## config.mk

```make
export PLATFORM = sky130hd
export DESIGN_NAME = stack_ctrl
export DESIGN_NICKNAME = d
export VERILOG_FILES = /design/src/rtl/stack_pkg.sv /design/src/rtl/stack_depth_ctr.sv /design/src/rtl/stack_ctrl.sv
export SDC_FILE = /design/constraint.sdc
export NUM_CORES = 1
export LEC_CHECK = 0
export BUFFER_PORTS_ARGS = -buffer_cell sky130_fd_sc_hd__buf_2
export CORE_MARGIN = 4
export CORE_UTILIZATION = 40
export CTS_BUF_LIST = sky130_fd_sc_hd__clkbuf_16
export DETAILED_ROUTE_END_ITERATION = 10
export PLACE_DENSITY = 0.69
export SYNTH_ARGS = -nofsm -noshare
export SYNTH_HDL_FRONTEND = slang
export SYNTH_SLANG_ARGS = --single-unit
```

## constraint.sdc

```tcl
create_clock -name clk -period 2.5 [get_ports clk]
set_clock_uncertainty 0.05 [all_clocks]
set_input_delay 0.5 -clock clk [delete_from_list [all_inputs] [get_ports clk]]
set_output_delay 0.5 -clock clk [all_outputs]
set_load 0.01 [all_outputs]
```

## src/rtl/stack_pkg.sv

```systemverilog
// ---------------------------------------------------------------------------
// stack_pkg
// Shared definitions for the STACK command controller: the 3-bit opcode set
// used by the core decoder, the STACK delta encodings, and the controller
// FSM state type. Also used by the STACK testbench.
//
// Contents:
//   stack_op_e      opcode enum (NOP, PUSH, DROP, DUP, SWAP, OVER, REPL, REDUCE)
//   DELTA_HOLD      STACK delta: head rewritten in place, no movement
//   DELTA_PUSH      STACK delta: push (head moves into tail)
//   DELTA_POP       STACK delta: pop (tail moves into head)
//   stack_state_e   controller FSM states (IDLE, S2, S3)
//   opGrows()       opcode adds one entry when legal
//   opShrinks()     opcode removes one entry when legal
//   opMinDepth()    entries an opcode needs on the stack before it runs
// ---------------------------------------------------------------------------
package stack_pkg;

    typedef enum logic [2:0] {
        OP_NOP    = 3'd0,
        OP_PUSH   = 3'd1,
        OP_DROP   = 3'd2,
        OP_DUP    = 3'd3,
        OP_SWAP   = 3'd4,
        OP_OVER   = 3'd5,
        OP_REPL   = 3'd6,
        OP_REDUCE = 3'd7
    } stack_op_e;

    localparam logic [1:0] DELTA_HOLD = 2'b00;
    localparam logic [1:0] DELTA_PUSH = 2'b01;
    localparam logic [1:0] DELTA_POP  = 2'b11;

    typedef enum logic [1:0] {
        ST_IDLE = 2'd0,
        ST_S2   = 2'd1,
        ST_S3   = 2'd2
    } stack_state_e;

    // Ops whose net effect adds an entry; these are also the ones that can
    // overflow a full stack.
    function automatic logic opGrows(input stack_op_e op);
        return (op == OP_PUSH) || (op == OP_DUP) || (op == OP_OVER);
    endfunction

    // Ops whose net effect removes an entry.
    function automatic logic opShrinks(input stack_op_e op);
        return (op == OP_DROP) || (op == OP_REDUCE);
    endfunction

    // Minimum live entries an op has to find on the stack.
    function automatic logic [1:0] opMinDepth(input stack_op_e op);
        logic [1:0] need;
        need = 2'd0;
        case (op)
            OP_DROP, OP_DUP, OP_REPL:     need = 2'd1;
            OP_SWAP, OP_OVER, OP_REDUCE:  need = 2'd2;
            default:                      need = 2'd0;
        endcase
        return need;
    endfunction

endpackage

```

## src/rtl/stack_depth_ctr.sv

```systemverilog
// ---------------------------------------------------------------------------
// stack_depth_ctr
// Live-entry counter for the STACK controller. Judges every command against
// the depth it finds, applies the net depth change on the accept edge, and
// keeps sticky overflow/underflow flags plus an optional high-water mark.
//
// Configuration:
//   STACK_CTRL_HWM_EN  defined   -> hwm_o tracks the largest depth since reset
//                      undefined -> hwm_o tied to zero, no register built
//
// Ports:
//   clk        in   clock, rising edge
//   rst        in   synchronous active-high reset
//   accept_i   in   a command is being accepted this cycle
//   op_i       in   opcode of the offered command
//   legal_o    out  offered command passes its depth checks
//   depth_o    out  live entries, 0..DEPTH+1
//   err_ovf_o  out  sticky overflow flag
//   err_unf_o  out  sticky underflow flag
//   hwm_o      out  depth high-water mark
// ---------------------------------------------------------------------------
module stack_depth_ctr
    import stack_pkg::*;
#(
    parameter int DEPTH = 8
) (
    input  logic                          clk,
    input  logic                          rst,
    input  logic                          accept_i,
    input  stack_op_e                     op_i,
    output logic                          legal_o,
    output logic [$clog2(DEPTH+2)-1:0]    depth_o,
    output logic                          err_ovf_o,
    output logic                          err_unf_o,
    output logic [$clog2(DEPTH+2)-1:0]    hwm_o
);

    localparam int DW = $clog2(DEPTH + 2);

    // A growing op is only allowed while at least one slot is free, i.e.
    // depth has not yet reached the full capacity of DEPTH+1.
    localparam logic [DW-1:0] MAX_GROW_DEPTH = DW'(DEPTH);

    logic [DW-1:0] depth_q, depth_d;
    logic          ovf_q, ovf_d;
    logic          unf_q, unf_d;
    logic          tooFull, tooEmpty;

    // Depth checks look at the depth before the op. An op that is too full
    // and one that is too empty cannot coincide for any opcode, so the two
    // flags never get set by the same command.
    always_comb begin
        tooFull  = opGrows(op_i) && (depth_q > MAX_GROW_DEPTH);
        tooEmpty = depth_q < DW'(opMinDepth(op_i));
        legal_o  = !tooFull && !tooEmpty;
    end

    // Net depth change is applied once on the accept edge, even for the
    // multi-cycle ops; a rejected command leaves depth alone but raises the
    // matching sticky flag.
    always_comb begin
        depth_d = depth_q;
        ovf_d   = ovf_q;
        unf_d   = unf_q;
        if (accept_i) begin
            if (legal_o) begin
                if (opGrows(op_i)) begin
                    depth_d = depth_q + DW'(1);
                end else if (opShrinks(op_i)) begin
                    depth_d = depth_q - DW'(1);
                end
            end else begin
                ovf_d = ovf_q | tooFull;
                unf_d = unf_q | tooEmpty;
            end
        end
    end

    // Counter and flags; the flags only ever clear through reset.
    always_ff @(posedge clk) begin
        if (rst) begin
            depth_q <= '0;
            ovf_q   <= 1'b0;
            unf_q   <= 1'b0;
        end else begin
            depth_q <= depth_d;
            ovf_q   <= ovf_d;
            unf_q   <= unf_d;
        end
    end

`ifdef STACK_CTRL_HWM_EN
    logic [DW-1:0] hwm_q, hwm_d;

    // High-water mark follows the next depth so it moves on the same edge
    // that depth rises.
    always_comb begin
        hwm_d = hwm_q;
        if (depth_d > hwm_q) begin
            hwm_d = depth_d;
        end
    end

    // High-water mark register, cleared by reset only.
    always_ff @(posedge clk) begin
        if (rst) begin
            hwm_q <= '0;
        end else begin
            hwm_q <= hwm_d;
        end
    end

    assign hwm_o = hwm_q;
`else
    assign hwm_o = '0;
`endif

    assign depth_o   = depth_q;
    assign err_ovf_o = ovf_q;
    assign err_unf_o = unf_q;

endmodule

```

## src/rtl/stack_ctrl.sv

```systemverilog
// ---------------------------------------------------------------------------
// stack_ctrl
// Command-side driver for one STACK instance. Turns decoder opcodes into the
// STACK we/delta/wd strobe sequences, runs the three-step SWAP and OVER
// sequences, and reports depth plus sticky over/underflow flags.
//
// Configuration:
//   STACK_CTRL_HWM_EN  enables the depth high-water mark on 'hwm'
//                      (otherwise 'hwm' reads zero)
//
// Ports:
//   clk        in   clock, rising edge
//   rst        in   synchronous active-high reset
//   cmd_valid  in   command offered
//   cmd_ready  out  controller can accept this cycle
//   cmd_op     in   opcode (see stack_op_e)
//   cmd_data   in   operand for PUSH/REPL/REDUCE
//   top        out  current top of stack (meaningful only when depth != 0)
//   depth      out  live entries, 0..DEPTH+1
//   err_ovf    out  sticky overflow
//   err_unf    out  sticky underflow
//   hwm        out  depth high-water mark
//   stk_rd     in   STACK head value
//   stk_we     out  STACK write enable
//   stk_delta  out  STACK delta ([1]=pop/0=push, [0]=move)
//   stk_wd     out  STACK write data
// ---------------------------------------------------------------------------
module stack_ctrl
    import stack_pkg::*;
#(
    parameter int DEPTH = 8,
    parameter int WIDTH = 8
) (
    input  logic                          clk,
    input  logic                          rst,
    input  logic                          cmd_valid,
    output logic                          cmd_ready,
    input  logic [2:0]                    cmd_op,
    input  logic [WIDTH-1:0]              cmd_data,
    output logic [WIDTH-1:0]              top,
    output logic [$clog2(DEPTH+2)-1:0]    depth,
    output logic                          err_ovf,
    output logic                          err_unf,
    output logic [$clog2(DEPTH+2)-1:0]    hwm,
    input  logic [WIDTH-1:0]              stk_rd,
    output logic                          stk_we,
    output logic [1:0]                    stk_delta,
    output logic [WIDTH-1:0]              stk_wd
);

    stack_state_e     state_q, state_d;
    logic [WIDTH-1:0] tempT_q, tempT_d;
    logic [WIDTH-1:0] tempU_q, tempU_d;
    logic             isSwap_q, isSwap_d;
    stack_op_e        opIn;
    logic             accept;
    logic             legal;

    assign opIn      = stack_op_e'(cmd_op);
    assign cmd_ready = (state_q == ST_IDLE);
    assign accept    = cmd_valid && cmd_ready;
    assign top       = stk_rd;

    // Depth bookkeeping, legality checks and error flags live in the
    // counter; this module only decides which strobes to emit.
    stack_depth_ctr #(
        .DEPTH     (DEPTH)
    ) u_depth (
        .clk       (clk),
        .rst       (rst),
        .accept_i  (accept),
        .op_i      (opIn),
        .legal_o   (legal),
        .depth_o   (depth),
        .err_ovf_o (err_ovf),
        .err_unf_o (err_unf),
        .hwm_o     (hwm)
    );

    // Strobe generation and next-state logic. Single-cycle ops strobe the
    // STACK in the accept cycle itself. SWAP and OVER share one sequence:
    // pop the old top into t, then in S2 capture the exposed second entry
    // into u while writing t back (rewrite in place for SWAP, push for
    // OVER), and finally push u in S3. Strobes are suppressed while reset
    // is asserted so an interrupted sequence never disturbs the STACK.
    always_comb begin
        state_d   = state_q;
        tempT_d   = tempT_q;
        tempU_d   = tempU_q;
        isSwap_d  = isSwap_q;
        stk_we    = 1'b0;
        stk_delta = DELTA_HOLD;
        stk_wd    = '0;

        case (state_q)
            ST_IDLE: begin
                if (accept && legal) begin
                    case (opIn)
                        OP_PUSH: begin
                            stk_we    = 1'b1;
                            stk_wd    = cmd_data;
                            stk_delta = DELTA_PUSH;
                        end
                        OP_DROP: begin
                            stk_delta = DELTA_POP;
                        end
                        OP_DUP: begin
                            stk_we    = 1'b1;
                            stk_wd    = stk_rd;
                            stk_delta = DELTA_PUSH;
                        end
                        OP_REPL: begin
                            stk_we    = 1'b1;
                            stk_wd    = cmd_data;
                            stk_delta = DELTA_HOLD;
                        end
                        OP_REDUCE: begin
                            stk_we    = 1'b1;
                            stk_wd    = cmd_data;
                            stk_delta = DELTA_POP;
                        end
                        OP_SWAP, OP_OVER: begin
                            tempT_d   = stk_rd;
                            isSwap_d  = (opIn == OP_SWAP);
                            stk_delta = DELTA_POP;
                            state_d   = ST_S2;
                        end
                        default: begin
                        end
                    endcase
                end
            end
            ST_S2: begin
                tempU_d   = stk_rd;
                stk_we    = 1'b1;
                stk_wd    = tempT_q;
                stk_delta = isSwap_q ? DELTA_HOLD : DELTA_PUSH;
                state_d   = ST_S3;
            end
            ST_S3: begin
                stk_we    = 1'b1;
                stk_wd    = tempU_q;
                stk_delta = DELTA_PUSH;
                state_d   = ST_IDLE;
            end
            default: begin
                state_d = ST_IDLE;
            end
        endcase

        if (rst) begin
            stk_we    = 1'b0;
            stk_delta = DELTA_HOLD;
        end
    end

    // FSM state register; reset abandons any SWAP/OVER in progress.
    always_ff @(posedge clk) begin
        if (rst) begin
            state_q <= ST_IDLE;
        end else begin
            state_q <= state_d;
        end
    end

    // Sequence temporaries carry no meaning outside a SWAP/OVER, so they
    // are left out of reset.
    always_ff @(posedge clk) begin
        tempT_q  <= tempT_d;
        tempU_q  <= tempU_d;
        isSwap_q <= isSwap_d;
    end

endmodule
```

---- Word level (Yosys, flattened, before mapping) ----
Cells that the tools add are included.
storage, ports and cells
  logic and storage cells ................. 66
  register bits ........................... 25
  input port bits ......................... 22
  output and inout bits ................... 30
operators by class
  add/subtract/negate cells ............... 2
  bitwise logic cells ..................... 3
  eq/ne operators ......................... 11
  reductions and logical operators ........ 23
  multiplexer cells ....................... 18
  order comparisons ....................... 2
operators with widths
  operator             number
  $pmux 8 s3           1
  $pmux 8 s2           1
  $eq 3x3->1 const B   4
  $pmux 2 s2           3
  $reduce_or 3->1      3
  $mux 2               4
  $mux 4               2
  $mux 8               1
  $reduce_or 4->1      2
  $eq 3x2->1 const B   2
  $pmux 2 s3           1
  $reduce_and 3->1     2
  $reduce_or 2->1      3
  $add 4x1->4 const B  1
  $gt 4x4->1 const B   1
  $logic_and 1x1->1    4
  $lt 4x2->1           1
  $mux 1               4
  $ne 2x1->1 const B   2
  $reduce_and 2->1     2
  $sub 4x1->4 const B  1
  $eq 3x1->1 const B   1
  $logic_or 1x1->1     3
  $eq 2x1->1 const B   1
  7 further kinds      9

---- Logic depth before layout (Yosys ltp) ----
  depth in word-level cells ............... 10
  depth in mapped cells ................... 9
  depth with buffers taken out ............ 8

---- Modules after synthesis ----
A second synthesis with hierarchy kept.
unflattened totals
  cells, all modules ...................... 153
  area, all modules ....................... 1,649.1 um^2
by module, submodules not included
  module           times used  cells each  sequential area each (um^2)  area each (um^2)
  stack_ctrl       1           102         550.5                        1,196.1
  stack_depth_ctr  1           51          120.1                        452.9

---- Worst setup path before layout ----
OpenSTA, ideal clock, no wires.
  path kind ............................... input to output
  start ................................... input port cmd_op[1]
  end ..................................... output port stk_delta[1]
  required time ........................... 1,950 ps
  stages .................................. 7
  data arrival time ....................... 2,139 ps
  slack ................................... -189 ps
  buffers on the path ..................... 1
  path through ............................ inv_1 o21ai_0 ha_1 o31ai_2 a211o_1 buf_2 a2111oi_0
on the way
  longest elaborated chain between the ends .. 10
  elaborated cells on any way between the ends .. 24
  those cells by class .................... 1 x order compare; 7 x eq/ne; 5 x mux; 11 x reduce/logical
ends and longest elaborated chain
  element                                                     RTL line                                      source
  start: declaration                                          stack_ctrl.sv:38                              input logic [2:0] cmd_op,
  $eq 3x3->1 (tied with other cells)                          stack_pkg.sv:55, stack_ctrl.sv:98
  $reduce_or 3->1 / $logic_or 1x1->1 (equally long branches)  stack_pkg.sv:55, stack_pkg.sv:43
  $pmux 2 s2 / $logic_or 1x1->1 (equally long branches)       stack_pkg.sv:55, stack_pkg.sv:43
  $lt 4x2->1 / $logic_and 1x1->1 (equally long branches)      stack_depth_ctr.sv:54, stack_depth_ctr.sv:53
  $logic_not 1->1                                             stack_depth_ctr.sv:55                         legal_o = !tooFull && !tooEmpty;
  $logic_and 1x1->1                                           stack_depth_ctr.sv:55
  $logic_and 1x1->1                                           stack_ctrl.sv:97                              if (accept && legal) begin
  $mux 2 (*)                                                  stack_ctrl.sv:97
  $pmux 2 s3 (*)                                              stack_ctrl.sv:95                              case (state_q)
  $mux 2 (*)                                                  stack_ctrl.sv:151                             if (rst) begin
  end: declaration                                            stack_ctrl.sv:47                              output logic [1:0] stk_delta,
Mark *: on every way between the ends. The rest lies on a longest branch, timed or not.

---- Final worst setup path ----
Ends and elaborated chain as after synthesis.

==> impl_metrics.csv <==
group,metric,value,unit
outcome,status,"finished, violations left",
outcome,violations,"setup timing",
hold_path,hold_start,"stk_rd[5]",
timing,fmax,389,MHz
grt,grt_use_total,15.9,%
grt,grt_pass1_wl,6420,um
detailed_routing,dr_total_vias,1375,
grt,grt_max_degree,18,
detailed_routing,first_iter_violations,98,
worst_setup_path,worst_setup_path_start_kind,"primary input",
worst_setup_path,crit_slowest_cell,"a211o_4",
worst_setup_path,cp_top_family,"compound AO/OA/AOI/OAI gates",
worst_setup_path,critPathArrivalTime,2.02,ns
placed_design,gp_congestion,0.848,
clock_network,cts_tree,"built",
clock_network,path_clk_slew,0.06,ns
timing,holdWs,0.413,ns
worst_setup_path,critPathMaxFanout,4,
pwr,power_frac_clock,29.5,%
hold_path,hold_path_class,"in -> reg",
finish,nets,245,
grt,overflow,0,
floorplan,rows,22,
floorplan,ios,52,
pwr,swShare,27.7,%
timing,slew_headroom,56.5,%
timing,period_share,103,%
yosys,synth_seq_cells,25,
grt,first_global_vias,1334,
finish,layoutNonFillerInstCount,261,
detailed_routing,wl_per_cell,15.9,um
yosys,ys_seq_area_share,42.7,%
grt,antenna_found_initial,0,
floorplan,initial_utilization,42.3,%
finish,mostFrequentLayoutCells,"buf_2, buf_4, edfxtp_1",
detailed_routing,wirelength,4160,um
timing,finalHoldViolations,0,
worst_setup_path,cpPeakStageDelay,0.36,ns
timing,slew_viol_final,0,
worst_setup_path,cp-end-kind,"output pin",
pwr,p_per_area,547,nW/um2
placed_design,port_buffers,47,
worst_setup_path,path_cells,"buf_8 -> inv_6 -> o21ai_4 -> ha_4 -> o31ai_4 -> buf_4 -> a211o_4 -> a2111oi_1 -> buf_2",
placed_design,post-place-cells,250,
yosys,synth_edf_count,17,
floorplan,die_area,4990,um2
finish,area_delta_synth_final,35.5,%
detailed_routing,first_pass_iters,4,
pwr,seqPwrFrac,42.4,%
worst_setup_path,cp-startpoint,"cmd_op[1]",
floorplan,fp.coreArea,3720,um2
finish,mostFrequentLayoutCell,"buf_2",
pwr,p_int,0.841,mW
timing,post-route-min-period,2.57,ns
clock_network,cts_hold_buf,0,
clock_network,clk_latency,0.25,ns
detailed_routing,drc,0,
clock_network,cts-root-buf,"clkbuf_16",
yosys,synth_warnings,0,
floorplan,die_w,70.7,um
pwr,cellLeakagePower,0.930,nW
placed_design,dp.final_hpwl,2820,um
pwr,ir_worst_vdd,0.392,mV
finish,num_antenna_cells,0,
worst_setup_path,worstPathRequired,1.95,ns
worst_setup_path,critPathKind,"in -> out",
pwr,power_frac_comb,28.1,%
placed_design,dp_slack,-0.243,ns
yosys,syn_inst,156,
yosys,syn_area,1570,um2
yosys,synthDistinctLibCells,40,
yosys,synth_top_flop_cell,"edfxtp_1",
job,maxCapViolCount,0,
timing,fin_ws,-0.0688,ns
clock_network,cts.sinks,25,
yosys,syn_area_per_cell,10.1,um2
timing,rsz0062_at_grt,"true",
detailed_routing,ant_nets,0,
worst_setup_path,crit-reg2reg-launch,"u_depth.depth_o[1]$_SDFFE_PP0P_",
timing,worstMarginPinSlew,0.653,ns
clock_network,cts_buffer_depth,2,
floorplan,die_y,70.7,um
clock_network,cts_buffers,3,
detailed_routing,vias_per_cell,5.27,
clock_network,htree_levels,1,
timing,finalSetupViolCount,10,
worst_setup_path,crit_buf_inv,4,
yosys,async_flop_share,0,%
pwr,power.switching,0.323,mW
finish,drive_gt1_share,41.8,%
timing,tns,-0.430,ns
==> cell type report <==
class | count | area, um2
fillers | 326 | 1590
repair buffers | 70 | 455
flip-flops and latches | 25 | 674
multi-input cells | 107 | 828
inverters | 7 | 31.3
clock buffers | 3 | 75.1
well taps | 48 | 60.1
clock inverters | 1 | 3.75
==> kinds of logic (layout without fill, tap and decap cells) <==
family	Yosys count	in the layout	synth area share, %
AOI/OAI and AO/OA	43	43	21.0
xor gates and xnor gates	2	2	1.12
adders and majority gates	9	9	7.65
buffers and inverters	27	81	10.0
DFF	25	25	42.7
muxes	9	9	5.74
other	1	4	0.239
and+or+nand+nor	40	40	11.6
==> synth_stat cells (2+ instances only) <==
master	n	area, um2
a21oi_1	9	45.0
a222oi_1	7	70.1
and2_1	2	12.5
buf_1	3	11.3
buf_2	3	15.0
buf_4	12	90.1
dfxtp_1	8	160
edfxtp_1	17	510
ha_1	8	100
inv_1	7	26.3
mux2i_1	9	90.1
nand2_1	14	52.6
nand2b_1	2	12.5
nor2_1	13	48.8
nor2b_1	2	12.5
o21ai_0	10	50.1
o21ai_1	4	20.0
or3_1	4	25.0
==> worst reg2reg max path: stages, from the launching register on <==
cell     delay [ns]
dfxtp_2        0.37
ha_4           0.28
o31ai_4        0.07
buf_4          0.15
a211o_4        0.36
buf_4          0.17
or4_1          0.51
a21oi_1        0.15
==> path summary, 6_finish.rpt <==
| check | endpoint | cells after the start | slack (ns) |
|---|---|---|---|
| hold / removal | tempT_q[5]$_DFFE_PP_ | 1 | 0.41 |
| setup / recovery | stk_delta[1] | 9 | -0.07 |
| hold reg to reg | u_depth.err_ovf_o$_SDFFE_PP0P_ | 2 | 0.45 |
| setup reg to reg | u_depth.depth_o[3]$_SDFFE_PP0P_ | 7 | 0.32 |
==> power groups by stage <==
stage	registers, mW	logic (mW)	clock network (mW)
finish	0.493	0.327	0.343
global route	0.495	0.357	0.372
CTS	0.489	0.296	0.351
detailed placement	0.498	0.279	0
global placement	0.497	0.274	0
floorplan	0.496	0.172	0
==> what timing repair did <==
action,4_1_cts,5_1_grt
pin swaps,10,14
buffers inserted,3,4
resized for setup,8,21
setup endpoints to repair,11,11
gates cloned,1,0
==> per-stage QoR <==
step                cell area [um2]  utilization (%)  power (mW)
floorplan                      1590                -       0.668
global placement               1870             50.4       0.771
detailed placement             1870             50.4       0.776
CTS                            2000             53.8        1.14
global route                   2130             57.3        1.22
finish                         2130             57.3        1.16
==> per-layer routing <==
| layer | vias up | routed length (um) | track usage (%) | part of all wire [%] |
|---|---|---|---|---|
| met4 | 0 | 37 | 3.34 | 0.89 |
| li1 | 675 | - | - | - |
| met3 | 4 | 218 | 3.13 | 5.2 |
| met2 | 40 | 2100 | 27.8 | 51 |
| met1 | 656 | 1800 | 20.6 | 43 |
| met5 | - | 0 | 0 | 0 |
==> sequential cells by signal, indices dropped and copies added (netlist names) <==
signal and cells:
tempT_q 8, u_depth.err_unf_o 1, tempU_q 8, u_depth.depth_o 4, u_depth.err_ovf_o 1, state_q 2
isSwap_q 1
Power figures use the tool's default switching activity.
